## config.mk

```make
export PLATFORM = sky130hd
export DESIGN_NAME = pc_fetch_unit
export DESIGN_NICKNAME = d
export VERILOG_FILES = /design/src/rtl/pc_fetch_unit.sv
export SDC_FILE = /design/constraint.sdc
export NUM_CORES = 1
export LEC_CHECK = 0
export ABC_AREA = 1
export ABC_CLOCK_PERIOD_IN_PS = 8600
export CAP_MARGIN = 10
export CORE_MARGIN = 2
export CORE_UTILIZATION = 50
export CTS_CLUSTER_SIZE = 10
export DETAILED_ROUTE_END_ITERATION = 8
export GPL_TIMING_DRIVEN = 1
export PLACE_DENSITY = 0.88
export SLEW_MARGIN = 25
export SYNTH_ARGS = -nofsm -noshare
export SYNTH_HDL_FRONTEND = slang
export SYNTH_SLANG_ARGS = --single-unit
```

## constraint.sdc

```tcl
create_clock -name clk -period 8.6 [get_ports clk]
set_clock_uncertainty 0.2 [all_clocks]
set_input_delay 1.72 -clock clk [delete_from_list [all_inputs] [get_ports clk]]
set_output_delay 1.72 -clock clk [all_outputs]
set_load 0.02 [all_outputs]
```

## src/rtl/pc_fetch_unit.sv

```systemverilog
// =============================================================================
// pc_fetch_unit : IF-stage PC and next-PC sequencer with a stall-time redirect buffer
// Revision      : 1.0
// =============================================================================
`timescale 1ns/1ps
`default_nettype none

module pc_fetch_unit #(
  parameter logic [31:0] RESET_VEC = 32'h8000_0000,
  parameter logic [31:0] ILLOP_VEC = 32'h8000_0004,
  parameter logic [31:0] XADR_VEC  = 32'h8000_0008
) (
  input  logic        clk,
  input  logic        reset,
  input  logic        keep,
  input  logic        jump_en,
  input  logic [31:0] jump_target,
  input  logic        branch_taken,
  input  logic [31:0] branch_target,
  input  logic        jr_en,
  input  logic [31:0] jr_target,
  input  logic        irq,
  input  logic        exc,
  output logic [31:0] inst_addr,
  output logic [31:0] pc_plus4,
  output logic        flush_if_id,
  output logic [31:0] epc,
  output logic        pend_valid
);

  localparam logic [0:0] ST_RUN  = 1'b0;
  localparam logic [0:0] ST_HOLD = 1'b1;

  // Larger value means higher priority, so pend arbitration is a plain compare.
  localparam logic [1:0] PRI_NONE   = 2'd0;
  localparam logic [1:0] PRI_JUMP   = 2'd1;
  localparam logic [1:0] PRI_BRANCH = 2'd2;
  localparam logic [1:0] PRI_JR     = 2'd3;

  logic [0:0]  state;
  logic [0:0]  state_next;
  logic [31:0] pc;
  logic [31:0] pc_next;
  logic [31:0] pend_target;
  logic [31:0] pend_target_next;
  logic [1:0]  pend_pri;
  logic [1:0]  pend_pri_next;
  logic        epc_load;
  logic        flush_raw;

  logic        irq_live;
  logic        trap;
  logic [31:0] trap_vec;
  logic [1:0]  req_pri;
  logic [31:0] req_target;
  logic        unused_target_bits;

  assign inst_addr  = pc;
  assign pc_plus4   = {pc[31], pc[30:0] + 31'd4};
  assign pend_valid = (state == ST_HOLD);

  // Kernel mode (pc[31]=1) masks the interrupt; exceptions always get through.
  assign irq_live = irq & ~pc[31];
  assign trap     = exc | irq_live;
  assign trap_vec = exc ? XADR_VEC : ILLOP_VEC;

  // Jump/branch targets inherit the current mode bit; jr may switch modes.
  always_comb begin
    req_pri    = PRI_NONE;
    req_target = pc_plus4;
    if (jr_en) begin
      req_pri    = PRI_JR;
      req_target = {jr_target[31:2], 2'b00};
    end else if (branch_taken) begin
      req_pri    = PRI_BRANCH;
      req_target = {pc[31], branch_target[30:2], 2'b00};
    end else if (jump_en) begin
      req_pri    = PRI_JUMP;
      req_target = {pc[31], jump_target[30:2], 2'b00};
    end
  end

  assign unused_target_bits = ^{jump_target[31], jump_target[1:0],
                                branch_target[31], branch_target[1:0],
                                jr_target[1:0]};

  always_ff @(posedge clk or posedge reset) begin
    if (reset) begin
      state       <= ST_RUN;
      pc          <= RESET_VEC;
      epc         <= 32'h0000_0000;
      pend_target <= 32'h0000_0000;
      pend_pri    <= PRI_NONE;
    end else begin
      state       <= state_next;
      pc          <= pc_next;
      pend_target <= pend_target_next;
      pend_pri    <= pend_pri_next;
      if (epc_load) begin
        epc <= pc_plus4;
      end
    end
  end

  always_comb begin
    state_next = state;
    case (state)
      ST_RUN: begin
        if (!trap && keep && (req_pri != PRI_NONE)) begin
          state_next = ST_HOLD;
        end
      end
      ST_HOLD: begin
        if (trap || !keep) begin
          state_next = ST_RUN;
        end
      end
    endcase
  end

  always_comb begin
    pc_next          = pc;
    pend_target_next = pend_target;
    pend_pri_next    = pend_pri;
    epc_load         = 1'b0;
    flush_raw        = 1'b0;
    if (trap) begin
      // Traps ignore keep and discard anything buffered.
      pc_next       = trap_vec;
      epc_load      = 1'b1;
      flush_raw     = 1'b1;
      pend_pri_next = PRI_NONE;
    end else begin
      case (state)
        ST_RUN: begin
          if (!keep) begin
            pc_next   = req_target;
            flush_raw = (req_pri != PRI_NONE);
          end else if (req_pri != PRI_NONE) begin
            pend_target_next = req_target;
            pend_pri_next    = req_pri;
          end
        end
        ST_HOLD: begin
          if (!keep) begin
            pc_next       = (req_pri > pend_pri) ? req_target : pend_target;
            flush_raw     = 1'b1;
            pend_pri_next = PRI_NONE;
          end else if ((req_pri != PRI_NONE) && (req_pri >= pend_pri)) begin
            pend_target_next = req_target;
            pend_pri_next    = req_pri;
          end
        end
      endcase
    end
    flush_if_id = flush_raw & ~reset;
  end

endmodule

`default_nettype wire

```

# After elaboration in Yosys (flattened, before gate mapping)
# Index checks and enable logic that the tools add are counted.
[classes]
mul = 0
n_eq_ne = 9
div_mod_pow = 0
n_mux = 31
n_shift = 0
bitwise_logic = 7
n_lt_le_gt_ge = 2
addsub = 1
reduce_logical = 10
[ops]
columns = ["op", "n"]
rows = [
  ["32-bit 2-to-1 mux", 9],
  ["32-bit one-hot mux with 2 select lines", 2],
  ["31-bit 2-to-1 mux", 2],
  ["31-bit by 3-bit adder with 31-bit output (second input constant)", 1],
  ["2-bit 2-to-1 mux", 7],
  ["3-bit != test (second input constant)", 3],
  ["1-bit 2-to-1 mux", 7],
  ["2-bit != test (second input constant)", 3],
  ["5-bit AND reduction", 1],
  ["4-bit 2-to-1 mux", 1],
  ["4-bit by 2-bit != test with 1-bit output (second input constant)", 1],
  ["1-bit NOT", 4],
  ["1-bit one-hot mux with 2 select lines", 2],
  ["2-bit one-hot mux with 2 select lines", 1],
  ["1-bit logical AND", 3],
  ["3-bit by 2-bit != test with 1-bit output (second input constant)", 1],
  ["3-bit AND reduction", 1],
  ["1-bit bitwise AND", 2],
  ["2-bit >= comparator", 1],
  ["2-bit > comparator", 1],
  ["1-bit logical NOT", 2],
  ["2-bit by 1-bit != test with 1-bit output (second input constant)", 1],
  ["2-bit AND reduction", 1],
  ["2-bit nonzero test", 1],
  ["other kinds (2)", 2],
]
[word_totals]
inputBits = 104
word_cells = 65
mem_bits_rw = 0
memories = 0
mem_bits_ro = 0
latchBits = 0
ff_bits = 99
output_inout_bits = 98

# Depth between registers and ports, before layout
# Gate-level depths: netlist (run 1).
[logic_depth]
word_depth = 9
ltp_mapped = 15

# Worst setup path after synthesis (run 1)
# OpenSTA, ideal clock, no wires.
[synth_timing]
path_type = "input -> output"
startpoint = "in irq"
endpoint = "out flush_if_id"
t_required_ps = 6680
setup_slack_ps = 4078
n_path_buf = 1
arrival_time_ps = 2602
path_stages = 5
path_cell_list = "nand2_1 nand2_2 nor2_2 buf_2 nor3_1"
[synth_between]
elab_chain_len = 4
[synth_rtl]
columns = ["item", "line", "source"]
rows = [
  ["from (decl)", "22", "input logic irq,"],
  ["1-bit bitwise AND", "63", "assign irq_live = irq & ~pc[31];"],
  ["1-bit OR", "64", "assign trap = exc | irq_live;"],
  ["1-bit 2-to-1 mux", "127", "if (trap) begin"],
  ["1-bit bitwise AND", "156", "flush_if_id = flush_raw & ~reset;"],
  ["to (decl)", "26", "output logic flush_if_id,"],
]
# Every way passes these cells.

# Final worst setup path (run 1)
[layout_timing]
startpoint = "in jr_en"
endpoint = "out flush_if_id"
[layout_between]
elab_chain_len = 6
[layout_rtl]
columns = ["item", "line", "source"]
rows = [
  ["from (decl)", "20", "input logic jr_en,"],
  ["2-bit 2-to-1 mux", "71", "if (jr_en) begin"],
  ["2-bit nonzero test", "138", "flush_raw = (req_pri != PRI_NONE);"],
  ["1-bit 2-to-1 mux", "136", "if (!keep) begin"],
  ["1-bit one-hot mux with 2 select lines", "134", "case (state)"],
  ["1-bit 2-to-1 mux", "127", ""],
  ["1-bit bitwise AND", "156", ""],
]
# Every way passes these cells.

==> results.py, run 1 <==
metrics = {
    "status": {
        "outcome": "completed",
    },
    "clock_network": {
        "clock-root-buffer": "sky130_fd_sc_hd__clkbuf_16",
        "cts_htree_levels": 3,
        "post_cts_resize_count": 0,
        "cts_setup_buffers": 0,
        "cts.path.max_buffers": 2,
        "cts_made_buffers": 9,
        "cts.sinks": 99,
        "cts_hold_repair.buffers": 0,
        "cts_tree": "built",
        "worstSkewPairLatency_ns": 0.35,
        "cts.clk_slew.worst_paths_ns": 0.07,
    },
    "critical_path": {
        "endpoint_kind_of_the_worst_setup_timing_path": "output pin",
        "cp_cell_sequence": "clkdlybuf4s50_1 -> buf_4 -> inv_1 -> nand4_1 -> nor2_1 -> nor3_1 -> clkdlybuf4s50_1",
        "critical_path.most_common_cell": "sky130_fd_sc_hd__clkdlybuf4s50_1",
        "cp.required_ns": 6.68,
        "critical_path.max_stage_delay_ns": 0.65,
        "startpoint_type": "primary input",
        "path_max_fanout": 34,
        "cp.arrival_ns": 4.21,
        "crit_type": "in -> out",
        "timing.critical_path.slowest_stage_cell": "sky130_fd_sc_hd__clkdlybuf4s50_1",
    },
    "finish": {
        "fill_cell_count": 902,
        "drive_above_1_share_pct": 8.24,
        "multi_input_area_mm2": 0.00298,
        "most_common_cell_after_layout_fill_and_taps_aside": "sky130_fd_sc_hd__nand2_1",
        "num_antenna_cells": 0,
        "layout.cells.most_common_list": "sky130_fd_sc_hd__nand2_1, sky130_fd_sc_hd__clkdlybuf4s50_1, sky130_fd_sc_hd__dfrtp_1",
        "final-seq-area_mm2": 0.00248,
        "area_growth_pct": 38.8,
        "fin_nets": 1085,
        "finalInstanceArea_mm2": 0.00813,
        "final_util_pct": 71.2,
    },
    "floorplan": {
        "die_h_um": 112,
        "die-area_mm2": 0.0126,
        "floorplan.rows": 39,
        "core_mm2": 0.0114,
        "initial_utilization_pct": 51.3,
        "io-pin-count": 202,
        "die_span_x_um": 112,
    },
    "routing": {
        "antenna_left": 0,
        "detailroute.via_count": 6082,
        "drt_pass1_iterations": 5,
        "post_drt_wl_per_cell_um": 16.5,
        "drc": 0,
        "first_iter_violations": 628,
        "finalWirelength_mm": 18.6,
        "vias_per_cell": 5.40,
    },
    "timing": {
        "fin_hold_ws_ns": 0.272,
        "worst-slew-pin-transition_ns": 0.867,
        "finalHoldViolations": 0,
        "max_clock_freq_mhz": 163,
        "timing.setup.tns_ns": 0,
        "setup_violations": 0,
        "timing.max_slew.rel_slack_pct": 42.1,
        "grt_setup_unrepaired": "false",
        "final_min_period_over_clock_period_pct": 71.3,
        "min_period_ns": 6.13,
        "timing.final.max_slew_violations": 0,
    },
    "global_route": {
        "grt-ovfl-total": 0,
        "via_count_of_the_first_global_routing_pass": 5693,
        "grt_use_total_pct": 29.5,
        "grt_antenna_before_repair": 0,
        "maximum_number_of_pins_on_one_net_before_global_route_repair": 69,
        "grt_pass1_wl_mm": 29.6,
    },
    "logic_synthesis": {
        "synth_seq_cells": 99,
        "mappedNetlistArea_mm2": 0.00586,
        "synth_nets": 913,
        "synthCells": 806,
        "synth-seq-area-share_pct": 42.3,
        "yosys.cell_types.count": 44,
        "synthesis.yosys.warnings": 0,
        "dominantRegCellSynth": "sky130_fd_sc_hd__dfrtp_1",
        "post_synth_edffs": 0,
        "async_flop_share_pct": 100,
        "syn_avg_cell_area_um2": 7.27,
    },
    "place": {
        "post_dp_cell_area_mm2": 0.00783,
        "dp.final_hpwl_mm": 13.6,
        "gp_congestion": 0.905,
        "port-buffer-count": 193,
    },
    "pwr": {
        "switching_power_uw": 467,
        "p_clk_share_pct": 29.9,
        "power.leakage_nw": 3.81,
        "power.sequential.fraction_pct": 41.3,
        "power.share.switching_pct": 33.1,
        "p_per_area_mw_per_mm2": 173,
        "p_comb_share_pct": 28.8,
        "p_int_uw": 943,
        "peakVddDrop_mv": 0.113,
    },
    "worst_hold_path": {
        "classification_of_the_worst_slack_hold_path": "reg -> reg",
    },
    "job": {
        "max_capacitance_violation_total": 0,
    },
}
worst paths after layout:
kind | from | to | slack [ns] | cells past startpoint
max in group asynchronous | reset | epc[25] | 5.46 | 3
min in group asynchronous | reset | pend_target[31] | 1.55 | 2
min | epc[3] | epc[3] | 0.27 | 2
max | jr_en | flush_if_id | 2.47 | 7
max reg2reg | inst_addr[31] | pend_target[10] | 5.26 | 11
min reg2reg | epc[3] | epc[3] | 0.27 | 2
logic make-up (layout without fill, tap and decap cells):
family          count (synthesis)  in the layout  share of synthesized area, %
fa+ha+maj                       3              3                         0.640
compound gates                129            129                          13.6
flops                          99             99                          42.3
buf+inv                        95            272                          6.92
simple gates                  465            465                          33.3
xor+xnor                       15             15                          3.27
cell usage after synthesis (all sizes together), types with 3 or more instances:
cell,instances,share of area (%)
o211ai,4,0.51
dfrtp,98,42
buf,12,1.2
ha,3,0.64
a221oi,20,3.0
nand3b,8,1.0
or2,20,2.1
nand2,342,22
a31oi,19,2.0
o21ai,70,6.0
inv,57,3.6
clkbuf,24,1.9
a21oi,4,0.41
nor2,78,6.2
nand3,13,1.1
xnor2,4,0.60
xor2,11,2.7
state kept, by name, indices dropped and copies added (netlist names):
signal and cells:
pend_target 32, pend_pri 2, inst_addr 32, epc 32, pend_valid 1
stage by stage:
step,worst slack (ns),power (mW),cells
floorplan,4.08,0.797,806
global placement,2.55,0.980,1110
detailed placement,2.52,0.991,1110
CTS,2.52,1.41,1126
global route,2.26,1.47,1126
finish,2.47,1.41,1126
final cells by class:
type	count	area share [%]
clock buffers	9	2.77
clock inverters	7	1.03
inverters	58	2.71
multi-input cells	612	36.6
flip-flops and latches	99	30.5
well taps	143	2.20
repair buffers	198	24.2
layer usage:
layer | vias up | wire (um) | track usage, % | part of all wire (%)
li1 | 2943 | - | - | -
met1 | 2817 | 7730 | 41.5 | 42
met2 | 286 | 9000 | 48.3 | 48
met3 | 36 | 1430 | 2.86 | 7.7
met4 | 0 | 464 | 10.1 | 2.5
met5 | - | 0 | 0 | 0
power groups by stage:
stage / combinational, mW / clock (mW) / sequential (mW)
after global placement: 0.394 / 0 / 0.586
after CTS: 0.406 / 0.424 / 0.581
final: 0.406 / 0.421 / 0.583
after global routing: 0.439 / 0.445 / 0.590
after detailed placement: 0.403 / 0 / 0.588
after floorplan: 0.179 / 0 / 0.618
worst max-delay path, delay by kind of cell:
kind / cells / cell delay (ns)
buffers and inverters: 4 / 1.95
and+or+nand+nor: 3 / 0.52
(Power assumes the default switching activity.)
==> run 2, diff against run 1 <==
- ABC_CLOCK_PERIOD_IN_PS: 8600 -> 5800
- CORE_UTILIZATION: 50 -> 46
- PLACE_DENSITY: 0.88 -> 0.82
- clock period: 8.6 -> 5.8 ns (I/O delays scaled with it)
==> run 2 against run 1 <==
Compared with the run above: first-iteration DRC count shrank 35%; via count up 0.15%; non-clock buffer count up 3; clock-buffer cell count grew 2; sequential power is 48% higher; final area rose by 1.2%; die area rose by 8.4%; critical path depth stayed put; combinational power is 48% higher; sequential cell count did not move; worst hold slack better by 0.0034 ns; sequential share of layout area down 0.35 points; largest cell class unchanged; largest power group unchanged; highest routed layer unchanged.
==> results.py, run 2 (synthesized netlist as in run 1, its figures left out) <==
metrics = {
    "pwr": {
        "power_mw": 2.16,
        "p_per_area_mw_per_mm2": 262,
        "peakVddDrop_mv": 0.146,
        "power.leakage_nw": 3.85,
    },
    "clock_network": {
        "cts_made_buffers": 9,
        "worstSkewPairLatency_ns": 0.35,
        "cts_tree": "built",
        "cts_hold_repair.buffers": 0,
        "cts_setup_buffers": 0,
        "post_cts_resize_count": 0,
        "cts.path.max_buffers": 2,
        "cts.clk_slew.worst_paths_ns": 0.06,
        "cts.sinks": 99,
        "clock-root-buffer": "sky130_fd_sc_hd__clkbuf_16",
        "cts_htree_levels": 3,
    },
    "timing": {
        "timing.final.max_slew_violations": 0,
        "min_period_ns": 4.37,
        "finalHoldViolations": 0,
        "setup_violations": 0,
        "final_min_period_over_clock_period_pct": 75.4,
        "grt_setup_unrepaired": "false",
        "timing.max_slew.rel_slack_pct": 44.3,
        "timing.setup.tns_ns": 0,
        "worst-slew-pin-transition_ns": 0.830,
        "max_clock_freq_mhz": 229,
        "layout_setup_ws_ns": 1.43,
    },
    "routing": {
        "finalWirelength_mm": 18.7,
        "detailroute.via_count": 6091,
        "antenna_left": 0,
        "first_iter_violations": 407,
        "post_drt_wl_per_cell_um": 16.2,
        "vias_per_cell": 5.26,
        "drc": 0,
        "drt_pass1_iterations": 6,
    },
    "floorplan": {
        "core_mm2": 0.0125,
        "io-pin-count": 202,
        "die_span_x_um": 117,
        "die_h_um": 117,
        "die-area_mm2": 0.0137,
        "floorplan.rows": 41,
        "initial_utilization_pct": 46.8,
    },
    "finish": {
        "fin_nets": 1088,
        "area_growth_pct": 40.4,
        "most_common_cell_after_layout_fill_and_taps_aside": "sky130_fd_sc_hd__nand2_1",
        "drive_above_1_share_pct": 8.52,
        "layout.cells.most_common_list": "sky130_fd_sc_hd__nand2_1, sky130_fd_sc_hd__clkdlybuf4s50_1, sky130_fd_sc_hd__dfrtp_1",
        "final-instance-count-excl-fill": 1158,
        "multi_input_area_mm2": 0.00298,
        "fill_cell_count": 1102,
        "final-seq-area_mm2": 0.00248,
        "num_antenna_cells": 0,
    },
    "place": {
        "dp.cells": 1142,
        "gp_congestion": 0.894,
        "dp.final_hpwl_mm": 13.9,
        "pre_cts_slack_ns": 1.30,
        "port-buffer-count": 193,
    },
    "critical_path": {
        "reg2regPathDepth": 11,
        "timing.critical_path.slowest_stage_cell": "sky130_fd_sc_hd__clkdlybuf4s50_1",
        "reg2reg_from": "inst_addr[31]",
        "cp_cell_sequence": "clkdlybuf4s50_1 -> inv_1 -> buf_4 -> nand4_1 -> nor2_1 -> nor3_1 -> clkdlybuf4s50_1",
        "reg2reg_end": "pend_target[10]",
        "cp.required_ns": 4.44,
        "r2r_slack_ns": 3.06,
        "endpoint_kind_of_the_worst_setup_timing_path": "output pin",
        "critical_path.most_common_cell": "sky130_fd_sc_hd__clkdlybuf4s50_1",
        "setup.worst_path.end": "flush_if_id",
        "critical_path.max_stage_delay_ns": 0.55,
        "crit_type": "in -> out",
        "startpoint_type": "primary input",
        "path_max_fanout": 27,
        "cp.arrival_ns": 3.01,
        "worstSetupStartpoint": "jr_en",
    },
    "global_route": {
        "via_count_of_the_first_global_routing_pass": 5746,
        "grt-ovfl-total": 0,
        "grt_antenna_before_repair": 0,
        "maximum_number_of_pins_on_one_net_before_global_route_repair": 67,
        "grt_use_total_pct": 27.9,
        "grt_pass1_wl_mm": 29.3,
    },
    "status": {
        "outcome": "completed",
    },
    "job": {
        "max_capacitance_violation_total": 0,
    },
    "worst_hold_path": {
        "classification_of_the_worst_slack_hold_path": "reg -> reg",
    },
}
## run 2: changes by cell type in the layout (fill, tap and decap cells not counted), sizes merged
cell	delta
clkinvlp	-1
clkbuf	+2
buf	+3
inv	-3
bufinv	+2
## run 2: worst min-delay path by stage
stage	cells after the start	slack (ns)	from	end
final	2	0.28	epc[7]	epc[7]
after global routing	2	0.30	epc[17]	epc[17]
after CTS	2	0.28	epc[7]	epc[7]
after detailed placement	2	0.26	epc[7]	epc[7]
after global placement	2	0.26	pend_target[4]	pend_target[4]
after floorplan	2	0.24	pend_target[4]	pend_target[4]
## run 2: critical path: cells and delay by family
family,cells,cell delay [ns]
buffers and inverters,4,1.46
AND/OR/NAND/NOR,3,0.39
## run 2: cell type report
type	instances	area share, %
inverter	58	2.68
clock buffer	11	2.95
clock inverter	5	1.22
tap	172	2.62
sequential	99	30.1
multi-input combinational	612	36.2
timing repair buffer	201	24.2
## run 2: where the power goes
group | internal (mW) | switching, mW
Sequential | 0.786 | 0.0773
Combinational | 0.272 | 0.331
Clock | 0.432 | 0.262
Total | 1.49 | 0.670
## run 2: layer usage
metal / share of wire, % / vias to the layer above / global-route usage (%) / routed length (um)
li1: - / 2932 / - / -
met5: 0 / - / 0 / 0
met3: 6.4 / 39 / 4.12 / 1190
met1: 43 / 2866 / 37.8 / 8060
met4: 2.7 / 0 / 10.7 / 501
met2: 48 / 254 / 45.4 / 8980
## run 2: per-stage QoR
step	utilization, %	area, um^2	hold slack (ns)
floorplan	-	5860	0.244
global placement	63.0	7880	0.257
detailed placement	63.0	7890	0.265
CTS	65.7	8230	0.282
global route	65.7	8230	0.304
finish	65.7	8230	0.276
==> edit: new RTL, config.mk and constraints of run 2 <==
Make the reset (`reset`) synchronous in one clocked block.
--- a/src/rtl/pc_fetch_unit.sv
+++ b/src/rtl/pc_fetch_unit.sv
@@ -84,7 +84,7 @@
                                 branch_target[31], branch_target[1:0],
                                 jr_target[1:0]};
 
-  always_ff @(posedge clk or posedge reset) begin
+  always_ff @(posedge clk) begin
     if (reset) begin
       state       <= ST_RUN;
       pc          <= RESET_VEC;
Formal check against the unedited RTL: differs if reset is asserted again (counterexample within 4 cycles, from zero or initial values and one cycle with reset high); with reset held inactive, the same outputs for 4 cycles.
==> edit against run 2 <==
  * Sequential cell count unchanged
  * Worst setup slack worse by 220 ps
  * Global-route usage grew 1.1 points
  * Area after synthesis is 2.1% lower
  * Cell area is 2.8% lower
  * Register-to-register slack got worse by 200 ps
  * Routed wire length increased by 4.9%
  * Via count increased by 9.2%
  * Utilization is 0.33 points higher
  * Combinational power is 39% lower
  * Die area shrank 2.1%
  * Total power fell by 20%
  * Critical endpoint unchanged
==> edit: results (changes against run 2) <==
internal_power_uw: 1230  # -17%
synth_cell_types: 33  # -25%
arrival_ps: 3230  # +220 ps
drive_above_1_share: 0.0621  # -0.0231
cts_buffer_depth: 2  # unchanged
grt_pass1_vias: 5743  # -0.052%
drtPass1Iterations: 5  # -1
ctsResizeCount: 0  # unchanged
port_buffers: 193  # unchanged
layout.nets: 1197  # +10%
status: "finished, final reports clean"
syn_nets: 1033  # +13%
num_vias: 6652  # +9.2%
clockRootBuffer: "clkbuf_16"
synth_area_leaders: "dfxtp_1 35%, nand2_1 19%, o21ai_0 7.3%"
tightest_slew_ps: 944  # +114 ps
dp_hpwl_um: 14700  # +5.1%
yosys-top-cells-count: "291 x nand2_1, 99 x dfxtp_1, 96 x nor2_1"
p_leak_uw: 0.00347  # -9.8%
wl_um: 19700  # +4.9%
hold_class: "reg2reg"
ys_seq_area_frac: 0.345  # -0.0774
crit_path_max_fanout: 46  # +70%
post_cts_buffers: 0  # unchanged
synth_top_area_frac: 0.345  # -0.0729
clock_latency_ps: 340
cts_made_buffers: 9  # unchanged
grt_pass1_wl_um: 30000  # +2.6%
vdd_ir_drop_max_mv: 0.138  # -5.5%
first_iter_violations: 681  # +67%
yosysWarnings: 0  # unchanged
diodes: 0  # unchanged
clk_pin_slew_ps: 70
gp_congestion: 0.955  # +6.8%
synthArstFlopShare: 0  # -1.00
grtUsageTotal: 0.289  # +0.0106
grt_max_degree: 54  # -19%
grt_antenna_before_repair: 0  # unchanged
htreeDepth: 3  # unchanged
[edit: cell count changes after synthesis, moves of 30 or more]
cell and change:
nor2_1 +30, inv_1 +30, dfrtp_1 -98, dfxtp_1 +99
nand2_1 -43, o21ai_1 +30, a21oi_1 +50
[edit: metrics by stage]
step	utilization	cells	instance area, um^2	power, uW	setup slack (ps)
floorplan	-	926	5740	953	2350
detailed placement	0.636	1247	7700	1130	1250
global placement	0.636	1247	7700	1120	1280
finish	0.661	1263	8000	1740	1210
global route	0.661	1263	8000	1800	1080
CTS	0.661	1263	8000	1730	1260
[edit: final timing paths]
check	end	cells after the start	slack, ps	startpoint
max	flush_if_id	7	1210	branch_taken
min reg2reg	pend_target[1]	2	240	pend_target[1]
max reg2reg	inst_addr[1]	9	2860	inst_addr[31]
min	pend_target[1]	2	240	pend_target[1]
[edit: area by class of cell]
| cell class | count | area [um^2] |
|---|---|---|
| clock inverters | 5 | 61.3 |
| clock buffers | 11 | 243 |
| multi-input cells | 695 | 3200 |
| fillers | 1119 | 4110 |
| inverters | 85 | 324 |
| well taps | 168 | 210 |
| flip-flops and latches | 99 | 1980 |
| repair buffers | 200 | 1980 |
[edit: routing by layer]
layer,part of all wire,GRT usage,vias up
met1,0.44,0.403,3030
met3,0.065,0.0319,44
met4,0.034,0.119,0
met5,0,0,-
li1,-,-,3301
met2,0.46,0.458,277
[edit: power by group through the flow]
stage,Combinational (uW),Sequential [uW],Clock [uW]
2_1_floorplan,173,779,0
4_1_cts,366,747,620
6_report,369,749,617
3_3_place_gp,360,761,0
5_1_grt,401,753,650
3_5_place_dp,364,762,0
[edit: kinds of logic (layout without fill, tap and decap cells)]
logic type                 after synthesis  after routing  share of synthesized area
xor gates and xnor gates                 7              7                     0.0107
buffers and inverters                  132            301                     0.0962
and+or+nand+nor                        470            470                      0.344
DFF                                     99             99                      0.345
AOI/OAI and AO/OA                      215            215                      0.197
adders and majority gates                3              3                    0.00654
[edit: critical path, stage by stage]
cell             delay [ps]
buf_2                   690
inv_4                   140
a21oi_2                 270
nand2_2                  90
nor2_2                  190
o31ai_1                  90
clkdlybuf4s50_1         560
